## src/rtl/fetch_stage.sv

```systemverilog
// fetch_stage: MIPS instruction fetch with PC, IF/ID register, stall, redirect squash and sticky halt.
module fetch_stage #(
  parameter logic [31:0] RESET_PC = 32'h0000_0000,
  parameter int MEM_BYTES = 20
) (
  input  logic        clk,
  input  logic        reset,
  input  logic        stall,
  input  logic        redirect,
  input  logic [31:0] redirect_target,
  output logic [31:0] imem_addr,
  input  logic [31:0] imem_data,
  output logic [31:0] pc,
  output logic [31:0] if_id_instr,
  output logic [31:0] if_id_pc_plus4,
  output logic        if_id_valid,
  output logic        fetch_fault
);
  typedef enum logic {RUN, HALT} state_t;
  state_t state, state_n;
  logic [31:0] pc_n, instr_n, pc4_n, pc_plus4;
  logic [32:0] last_byte;
  logic valid_n, legal;
  assign imem_addr = pc;
  assign pc_plus4 = pc + 32'd4;
  assign fetch_fault = state == HALT;
  // widened so a PC near 2^32 cannot wrap into the legal window
  assign last_byte = {1'b0, pc} + 33'd3;
  assign legal = pc[1:0] == 2'b00 && last_byte < 33'(MEM_BYTES);
  always_comb begin
    state_n = state;
    pc_n = pc;
    instr_n = if_id_instr;
    pc4_n = if_id_pc_plus4;
    valid_n = if_id_valid;
    if (state == HALT || redirect || (!stall && !legal)) begin
      instr_n = 32'h0;
      pc4_n = 32'h0;
      valid_n = 1'b0;
    end
    if (state == RUN) begin
      if (redirect) pc_n = redirect_target;
      else if (!stall && !legal) state_n = HALT;
      else if (!stall) begin
        pc_n = pc_plus4;
        instr_n = imem_data;
        pc4_n = pc_plus4;
        valid_n = 1'b1;
      end
    end
  end
  always_ff @(posedge clk) begin
    if (reset) begin
      state <= RUN;
      pc <= RESET_PC;
      if_id_instr <= 32'h0;
      if_id_pc_plus4 <= 32'h0;
      if_id_valid <= 1'b0;
    end else begin
      state <= state_n;
      pc <= pc_n;
      if_id_instr <= instr_n;
      if_id_pc_plus4 <= pc4_n;
      if_id_valid <= valid_n;
    end
  end
endmodule
```

## config.mk

```make
export PLATFORM = sky130hd
export DESIGN_NAME = fetch_stage
export DESIGN_NICKNAME = d
export VERILOG_FILES = /design/src/rtl/fetch_stage.sv
export SDC_FILE = /design/constraint.sdc
export NUM_CORES = 1
export LEC_CHECK = 0
export BUFFER_PORTS_ARGS = -buffer_cell sky130_fd_sc_hd__buf_4
export CAP_MARGIN = 0
export CORE_MARGIN = 1
export CORE_UTILIZATION = 50
export CTS_CLUSTER_SIZE = 12
export DETAILED_ROUTE_END_ITERATION = 10
export GPL_TIMING_DRIVEN = 0
export HOLD_SLACK_MARGIN = 0.12
export PLACE_DENSITY = 0.91
export RECOVER_POWER = 50
export SYNTH_ARGS = -nofsm -noshare
export SYNTH_HDL_FRONTEND = slang
export SYNTH_SLANG_ARGS = --single-unit
export TNS_END_PERCENT = 30
```

## constraint.sdc

```tcl
create_clock -name clk -period 4.4 [get_ports clk]
set_input_delay 0.22 -clock clk [delete_from_list [all_inputs] [get_ports clk]]
set_output_delay 0.22 -clock clk [all_outputs]
set_load 0.01 [all_outputs]
```

==> qor.txt <==
R2R depth: 11
Core Box Area: 9910 sq um
Die Y: 104 microns
Post-synth ARST share: 0%
Multi-input logic area: 2650 sq um
Psw: 0.603 mW
Clock power frac: 30.6%
RSZ-0062 raised after global routing: false
Vias/cell: 5.62
Most numerous cell in the Yosys netlist: nor2_1
Port buffer count: 196
Util after Layout: 71.5%
Vias: 5782
Pint: 1.34 mW
Synth top area cells: dfxtp_1, nor2_1, mux2i_1, a21oi_1, buf_4
Post-synthesis cell area: 5190 sq um
Storage cell area: 1960 sq um
Lkg Pwr: 2.86 nW
# rows: 36
Main combinational cell family by area after synthesis: simple AND/OR/NAND/NOR gates
Area after DPL: 6820 sq um
DRC errors left: 0
Area leader, netlist: dfxtp_1
Post_cts resized: 0
Clock Latency Late Sink: 0.38 ns
Reg2Reg Launch Point: imem_addr[12]
Setup TNS: 0 ns
WP buf/inv: 3
Slew headroom: 21.4%
Number of global-route vias before repair: 5579
Number of distinct library cells after synthesis: 56
Max Slew Vio Count: 0
Final WL: 18000 microns
Layout fillers: 868
Max_cap viols: 0
Arr. time, crit path: 4.30 ns
Fin. Hold Viols: 0
H-tree depth: 3
Largest delay share family, worst path: simple AND/OR/NAND/NOR gates
Yosys top cell area share: 37.8%
Clock sinks: 98
Outcome: complete, no violations
Worst Setup Path Type: reg2reg
Comb power frac: 20.9%
CTS clk-pin slew, worst paths: 0.11 ns
Placer Congestion: 0.945
Gate Count Post-Synth: 641
Simple logic cell fraction of the synthesized area: 23.7%
CP max-delay cell: nor4_1
Top post-synthesis cells by count: nor2_1, dfxtp_1, nand2_1
Critical path endpoint category: flip-flop
DIE WIDTH: 104 microns
CP Depth: 11
DR iter-0 viols: 458
First-pass GRT wire length: 27900 microns
Worst r2r dst: if_id_instr[11]
Post-route ant nets: 0
Hold crit path type: in2reg
FF+latch count, synth: 98
Clock Tree Root: clkbuf_8
Adder-cell share of the synthesized area: 0.241%
CTS Buf Count: 9
Mux share of post-synthesis cell area: 8.35%
Startpoint types: flip-flop
Data required time at the worst endpoint: 4.69 ns
Crit path cell chain: clkbuf_1 > nand4_1 > nor4_1 > nand3_1 > xnor2_1 > or4_1 > and4bb_2 > o21ai_1 > buf_2 > buf_6 > nor2_1
CTS tree: yes
Hpwl dp: 12400 microns
Sw frac: 31.0%
Critical path peak fanout: 10
Syn Nets: 710
Avg Synthesized Cell Area: 8.09 sq um
Power Density: 275 nW/um^2
Max Freq: 250 MHz
Post-CTS setup buffer count: 0
Slew @ Worst Pin: 1.17 ns
Min Tclk post-route: 4.01 ns
Synth Area in Compound Gates: 13.6%
Total global routing overflow: 0
Pwr Total: 1.95 mW
Setup Skew: 0.0104 ns
Post-Synth XOR/XNOR Area: 5.24%
Num ports: 198
Worst-case clock buffer depth: 2
Critical path startpoint: imem_addr[12]
Drt pass-1 iters: 6
GR Util All Layers: 32.5%
CP peak stage delay: 0.96 ns
Drt wl/cell: 17.5 microns
Initial Utilization: 52.3%
Synth warnings: 0
Flop pwr share: 48.5%
DIE AREA: 10800 sq um
Share of cells above drive strength 1: 21.8%
Top_reg_cell synth: dfxtp_1
Final setup viols: 0
Number of synthesized flops with an enable pin: 0
Post-synthesis sequential area ratio: 37.8%
Layout Nets: 960
Fin crit share: 91.1%
Cts hold-fix bufs: 42
Largest net degree at the start of global routing: 19
R2r setup slk: 0.39 ns
Initial antenna violation count: 0
End of the critical path: if_id_instr[11]
Number of antenna diodes: 0
Design Area, Final: 7090 sq um
Layout overhead on the synthesized area: 36.7%
VDD IR max: 221 uV
cells in the final DEF, fill, tap and decap left out, drive strengths merged, types with 6 or more instances in the layout:
cell type,n
a21oi,55
o21ai,9
xnor2,18
nor4,11
dlygate4sd3,43
dfxtp,98
nand3,15
o31ai,15
nand2,64
nand4,15
nor3,18
buf,143
mux2i,41
nor2,113
clkbuf,148
inv,15
xor2,13
or3,6
final cells by class:
cell class,instances,share of cell area [%]
clock inverter,6,0.812
clock buffer,10,1.94
multi-input combinational,446,37.4
sequential,98,27.7
timing repair buffer,239,21.7
buffer,85,7.41
tap,133,2.35
inverter,12,0.635
worst register-to-register path, stage by stage (launching register included):
cell and delay, ns:
dfxtp_1 0.37, clkbuf_1 0.34, nand4_1 0.32, nor4_1 0.96, nand3_1 0.20, xnor2_1 0.18, or4_1 0.56, and4bb_2 0.35
o21ai_1 0.07, buf_2 0.22, buf_6 0.18, nor2_1 0.17
layer usage:
metal | vias up | global-route usage, % | part of all wire (%)
met4 | 0 | 19.6 | 5.7
met5 | - | 0 | 0
met2 | 357 | 56.6 | 50
met3 | 91 | 4.91 | 7.6
met1 | 2654 | 37.4 | 37
li1 | 2680 | - | -
flip-flops by register name (all words and copies together), names as in the netlist:
name,cells
imem_addr,32
if_id_valid,1
fetch_fault,1
if_id_instr,32
if_id_pc_plus4,32
stage by stage:
| step | cells | hold slack (ns) | worst slack [ns] |
|---|---|---|---|
| finish | 1029 | 0.133 | 0.393 |
| global route | 1029 | 0.137 | 0.280 |
| CTS | 1028 | 0.123 | 0.546 |
| detailed placement | 970 | 0.440 | 0.633 |
| global placement | 970 | 0.439 | 0.651 |
| floorplan | 641 | 0.356 | 1.28 |
power by group through the flow:
stage          clock network (mW)  registers, mW  logic [mW]
5_1_grt                     0.629          0.948       0.434
3_3_place_gp                    0          0.962       0.376
4_1_cts                     0.589          0.943       0.416
2_1_floorplan                   0          0.968       0.209
3_5_place_dp                    0          0.963       0.384
6_report                    0.595          0.944       0.407
worst min-delay path by stage:
stage	from	end	slack, ns	cells past startpoint
after global routing	imem_data[14]	if_id_instr[14]	0.14	3
after CTS	imem_data[28]	if_id_instr[28]	0.12	3
after floorplan	redirect_target[14]	imem_addr[14]	0.36	2
after global placement	if_id_valid	if_id_valid	0.44	2
final	imem_data[14]	if_id_instr[14]	0.13	3
after detailed placement	if_id_valid	if_id_valid	0.44	2
cell families after synthesis:
kind of cell | after synthesis
AND/OR/NAND/NOR | 266
AO/OA/AOI/OAI | 105
flip-flops | 98
buffers and inverters | 97
multiplexers | 43
XOR/XNOR | 31
adder cells (fa/ha/maj) | 1
Note: power is estimated with default switching activity, not from simulation.
